--- config.mk ---
export PLATFORM = sky130hd
export DESIGN_NAME = decodificador_varredura_n
export DESIGN_NICKNAME = d
export VERILOG_FILES = /design/src/rtl/decodificador_varredura_n.sv
export SDC_FILE = /design/constraint.sdc
export NUM_CORES = 1
export LEC_CHECK = 0
export BUFFER_PORTS_ARGS = -buffer_cell sky130_fd_sc_hd__buf_2
export CORE_MARGIN = 2
export CORE_UTILIZATION = 59
export CTS_CLUSTER_SIZE = 16
export DETAILED_ROUTE_END_ITERATION = 16
export PLACE_DENSITY_LB_ADDON = 0.2
export SKIP_CTS_REPAIR_TIMING = 1
export SLEW_MARGIN = 20
export SYNTH_ARGS = -nofsm -noshare
export SYNTH_HDL_FRONTEND = slang
export SYNTH_SLANG_ARGS = --single-unit
--- constraint.sdc ---
create_clock -name clk -period 2.9 [get_ports clk]
set_clock_uncertainty 0.05 [all_clocks]
set_input_delay 0.58 -clock clk [delete_from_list [all_inputs] [get_ports clk]]
set_output_delay 0.58 -clock clk [all_outputs]
set_load 0.05 [all_outputs]
--- src/rtl/decodificador_varredura_n.sv ---
// Parametrised active-low one-hot decoder with manual index or prescaled auto-scan,
// optional blanking gap after each scan step; all outputs registered.
module decodificador_varredura_n #(
    parameter int SEL_W    = 2,
    parameter int PRESCALE = 50000,
    parameter int BLANK    = 0
) (
    input  logic                    clk,
    input  logic                    rst_n,
    input  logic                    en,
    input  logic                    mode,
    input  logic [SEL_W-1:0]        sel_in,
    output logic [(2**SEL_W)-1:0]   Y,
    output logic [SEL_W-1:0]        sel_out,
    output logic                    tick
);

    localparam int N  = 2**SEL_W;
    localparam int PW = (PRESCALE > 1) ? $clog2(PRESCALE) : 1;

    localparam logic [PW-1:0]    PCNT_LAST = PW'(PRESCALE - 1);
    localparam logic [PW-1:0]    BLANK_LD  = PW'(BLANK);
    localparam logic [PW-1:0]    CNT_ONE   = PW'(1);
    localparam logic [SEL_W-1:0] IDX_ONE   = SEL_W'(1);
    localparam logic [N-1:0]     Y_ONE     = N'(1);

    logic [SEL_W-1:0] r_idx;
    logic [PW-1:0]    r_pcnt;
    logic [PW-1:0]    r_bcnt;
    logic [N-1:0]     r_y;
    logic             r_tick;

    logic [SEL_W-1:0] w_idx_nxt;
    logic [PW-1:0]    w_pcnt_nxt;
    logic [PW-1:0]    w_bcnt_nxt;
    logic [N-1:0]     w_y_nxt;
    logic             w_tick_nxt;

    // Next-state for index, prescaler, blank counter and the decoded output word
    always_comb begin
        w_idx_nxt  = r_idx;
        w_pcnt_nxt = r_pcnt;
        w_bcnt_nxt = r_bcnt;
        w_tick_nxt = 1'b0;

        // Decode uses the pre-edge index, so Y trails idx by one cycle
        if (en && (r_bcnt == '0)) begin
            w_y_nxt = ~(Y_ONE << r_idx);
        end else begin
            w_y_nxt = '1;
        end

        if (!en) begin
            w_pcnt_nxt = '0;
            w_bcnt_nxt = '0;
        end else if (!mode) begin
            w_idx_nxt  = sel_in;
            w_pcnt_nxt = '0;
            w_bcnt_nxt = '0;
        end else if (r_pcnt == PCNT_LAST) begin
            w_pcnt_nxt = '0;
            w_idx_nxt  = r_idx + IDX_ONE;
            w_tick_nxt = 1'b1;
            w_bcnt_nxt = BLANK_LD;
        end else begin
            w_pcnt_nxt = r_pcnt + CNT_ONE;
            if (r_bcnt != '0) begin
                w_bcnt_nxt = r_bcnt - CNT_ONE;
            end else begin
                w_bcnt_nxt = r_bcnt;
            end
        end
    end

    // State and output registers, cleared asynchronously
    always_ff @(posedge clk or negedge rst_n) begin
        if (!rst_n) begin
            r_idx  <= '0;
            r_pcnt <= '0;
            r_bcnt <= '0;
            r_y    <= '1;
            r_tick <= 1'b0;
        end else begin
            r_idx  <= w_idx_nxt;
            r_pcnt <= w_pcnt_nxt;
            r_bcnt <= w_bcnt_nxt;
            r_y    <= w_y_nxt;
            r_tick <= w_tick_nxt;
        end
    end

    assign Y       = r_y;
    assign sel_out = r_idx;
    assign tick    = r_tick;

endmodule

# After elaboration in Yosys (flattened, before gate mapping)
# Index checks and enable logic that the tools add are counted.
[totals] register_bits=39 input_bits=6 wordCells=30
[classes] add_sub_neg=3 eq_ne=3 shifts=1 mux=13 n_bitwise=1 reduce_logical=4
[op_table] operator="$mux 16" n=7
[op_table] operator="$add 16x1->16 const B" n=1
[op_table] operator="$eq 16x16->1 const B" n=1
[op_table] operator="$logic_not 16->1" n=1
[op_table] operator="$reduce_bool 16->1" n=1
[op_table] operator="$sub 16x1->16 const B" n=1
[op_table] operator="$mux 2" n=2
[op_table] operator="$mux 4" n=1
[op_table] operator="$ne 4x2->1 const B" n=1
[op_table] operator="$not 4->4" n=1
[op_table] operator="$shl 1x2->4 const A" n=1
[op_table] operator="$mux 1" n=3
[op_table] operator="$add 2x1->2 const B" n=1
[op_table] operator="$ne 2x1->1 const B" n=1
[op_table] operator="$reduce_and 2->1" n=1
[op_table] operator="$logic_and 1x1->1" n=1

# Depth between registers and ports, before layout
[logic_depth] ltp_word=5 depth_mapped=7 mapped_depth_nobuf=6

# Worst setup path after synthesis
# Ideal clock, no wire load.
[synth_timing] path_type="input-to-reg" startpoint="input en" endpoint="register r_bcnt[2]" setup_time_ns=0.136 arrival_time_ns=2.096 setup_slack_ns=0.618 stages=6 path_cell_list="clkbuf_1 or4b_2 nor4_1 clkbuf_1 or3b_2 a21oi_1"
[synth_between] elab_chain_len=1 elab_cells_between_ends=2 classes_between="eq/ne (1); mux (1)"
[synth_lines] element="from (decl)" line_no="10" source="input logic en,"
[synth_lines] element="$ne 4x2->1 (no source line) or $mux 16 (tied branches)"
[synth_lines] element="to (signal assigned)" line_no="86" source="r_bcnt <= w_bcnt_nxt;"
[synth_lines] element="to (decl)" line_no="29" source="logic [PW-1:0] r_bcnt;"
# Several ways; a longest one is shown, not always the timed one.
# A chain may end at the register's enable or synchronous reset.

# Worst setup path in the final report
[layout_timing] startpoint="register r_bcnt[0]" endpoint="register r_bcnt[7]"
[layout_between] elab_chain_len=5 elab_cells_between_ends=7 classes_between="add/sub (1); eq/ne (1); mux (4); reduce/logical (1)"
[layout_lines] element="$sub 16x1->16" line_no="68" source="w_bcnt_nxt = r_bcnt - CNT_ONE;"
[layout_lines] element="$mux 16" line_no="67" source="if (r_bcnt != '0) begin"
[layout_lines] element="$mux 16" line_no="60" source="end else if (r_pcnt == PCNT_LAST) begin"
[layout_lines] element="$mux 16" line_no="56" source="end else if (!mode) begin"
[layout_lines] element="$mux 16" line_no="53" source="if (!en) begin"
# Several ways; a longest one is shown, not always the timed one. The select of a mux whose other input is x is not followed.

==> run metrics <==
period utilization=84.9%; Max clock buf depth=2; Synth top area share=43.6%; number of primary I/O pins=13; largest fanout on the critical path=8; Setup TNS Final=0 ps; number of antenna-violating nets in the routed design=0; synthesized area divided by synthesized cell count=9.71 um2; count of endpoints failing setup in the final report=0; IO Port Bufs=12; Cells after Synth=207; synthesis-to-finish area growth=8.53%; post-detailed-route via-to-cell ratio=6.12; effective utilization at floorplan=60.7%; post-synth top area cell=dfrtp_1; cell-by-cell listing of the critical path=inv_1, ha_1, or4b_2, nor4_1, buf_4, or4_1, a21oi_1; wire length of the first global-routing pass=6470 um; DRC Markers=0; highest-count cells in the layout ignoring fill and taps=35 x dfrtp_1, 21 x nor2_1, 18 x a21oi_1, 17 x nand2_1, 12 x buf_2; Max Clk Rate=0.406 GHz; mux contribution to synthesized area=0.498%; Worst Slack Setup Final=439 ps; overall power consumption=0.00162 W; standard cell with the maximum stage delay on the critical path=or4b_2; arrival time at the worst endpoint=2640 ps; clk sink count=39; CP peak stage delay=620 ps; complex-gate fraction of the synthesized area=9.90%; DIE AREA=0.00389 mm2; measured slew at the worst slew-check pin=844 ps; Worst Path Buf+Inv=2; unrepaired setup endpoints after global routing=false; DIE HEIGHT=62.4 um; global-route usage over all layers=21.1%; post-synthesis share of cell area spent on and, or, nand and nor gates=28.6%; vias=1,635; final weighted congestion in routability-driven placement=0.766; number of search-and-repair iterations in the first detailed-routing pass=4; Net count, final=232; Die Span X=62.4 um; worst max-slew margin expressed relative to the limit=43.7%; number of max-slew violations in the final report=0; crit path launch type=register; clock tree from TritonCTS=done; total of warnings raised by yosys=0; count of max-cap constraint violations=0; adder-cell area share of the yosys netlist=3.74%; commonest non-fill, non-tap cell in the layout=dfrtp_1; kind of critical path=reg -> reg; worst setup slack before clock tree synthesis=456 ps; Data required, critical path=3080 ps; path length in cells of the critical path=7; Seq/Total Area, Yosys=48.8%; count of antenna diodes in the layout=0; Worst R2R End=r_bcnt[7]; number of storage elements in the synthesis netlist=39; hold violation count in the final report=0; first element of the critical path=r_bcnt[0]; parity-gate share of the synthesized area counting xor and xnor cells=5.23%; total core area=0.00331 mm2; number of library cell types mapped by synthesis=34; row count=21; peak supply drop=0.324 mV; dominant combinational cell family by area after synthesis=simple AND/OR/NAND/NOR gates; cell family with the largest share of critical-path delay=simple AND/OR/NAND/NOR gates; maximum number of pins on one net before global-route repair=40; setup slack of the most critical reg-to-reg path=440 ps; Final Critical Period=2460 ps; share of post-route cells with drive strength above 1=17.6%; register clock-pin slew on the reported worst setup and hold paths=110 ps; drt initial violations=110; Root Buffer Master=clkbuf_4; total gr overflow=0; clock latency on the worst-skew pair=350 ps; Num CTS Buffers=5; total wire length=3780 um; cell leakage power=0.922 nW; timing endpoint of the critical path=r_bcnt[7]; via count of the first global-routing pass=1,437; wire length per cell=14.2 um; maximum level of the CTS H-tree=2; Min-Delay Path Class=in -> async; synth top area cells=dfrtp_1 44%, dfstp_2 5.2%, a21oi_1 4.5%; number of nets in the synthesized netlist=219; result of the run=finished clean; number of cells traversed by the worst register-to-register path=7; element type at the critical path end=register; startpoint of the lowest-slack register-to-register path=r_bcnt[0]; Detail Placement HPWL=2640 um; cell area after synthesis=0.00201 mm2; antenna violations before repair=0; pwr/cell area=741 mW/mm2
cells in the mapped netlist:
master,instances
ha_1,6
nand4_1,5
or3_1,4
nand2_1,17
mux2i_1,1
o21ai_0,5
dfrtp_1,35
xnor2_1,8
nor3_1,8
nand3b_1,1
nand2b_1,3
o31ai_1,6
dfstp_2,4
nor4_1,3
nor4bb_1,2
or4b_2,5
or3b_2,4
a21oi_1,18
and4_1,1
and3_1,2
nor4b_1,2
clkbuf_1,8
or3_2,1
xor2_1,4
or2_2,2
or2_1,1
inv_1,6
buf_6,1
o22ai_1,2
nor2_1,21
nand3_1,7
o41ai_1,3
or4_1,10
or4_4,1
kinds of logic after synthesis:
group | after synthesis
AO/OA/AOI/OAI | 34
multiplexers | 1
flip-flops | 39
XOR/XNOR | 12
adder cells (fa/ha/maj) | 6
buffers and inverters | 15
AND/OR/NAND/NOR | 100
state kept, by name, indices dropped and copies added (netlist names):
register  count
r_bcnt       16
sel_out       2
Y             4
tick          1
r_pcnt       16
how the worst min path moves through the flow:
stage / endpoint / slack [ps] / depth (start not counted)
final: r_bcnt[4] / 270 / 1
after global routing: tick / 330 / 1
after CTS: r_pcnt[4] / 280 / 1
after detailed placement: r_pcnt[0] / 460 / 1
after global placement: r_pcnt[0] / 430 / 1
after floorplan: r_bcnt[0] / 230 / 0
area by class of cell:
type | instances | area [um2]
inverters | 6 | 22.5
repair buffers | 15 | 95.1
multi-input cells | 153 | 965
well taps | 46 | 57.6
flip-flops and latches | 39 | 981
fillers | 292 | 1130
clock buffers | 7 | 55.1
clock inverters | 1 | 5.00
through the flow:
step	std cells	hold WS, ps	utilization (%)	cell area (um2)
2_1_floorplan	207	234	-	2010
4_1_cts	267	284	65.9	2180
3_5_place_dp	259	457	64.1	2120
5_1_grt	267	333	65.9	2180
6_report	267	272	65.9	2180
3_3_place_gp	259	432	64.1	2120
routing by layer:
| layer | wire (um) | track usage [%] | vias to the layer above |
|---|---|---|---|
| met3 | 128 | 6.16 | 6 |
| li1 | - | - | 786 |
| met5 | 0 | 0 | - |
| met1 | 1650 | 26.2 | 807 |
| met4 | 40 | 6.67 | 0 |
| met2 | 1970 | 35.6 | 36 |
report_power, final:
group | internal, W | switching [W]
Clock | 0.000118 | 0.000176
Combinational | 0.000271 | 0.000366
Sequential | 0.000615 | 0.0000698
No activity file was read; power rests on OpenSTA's default activity.
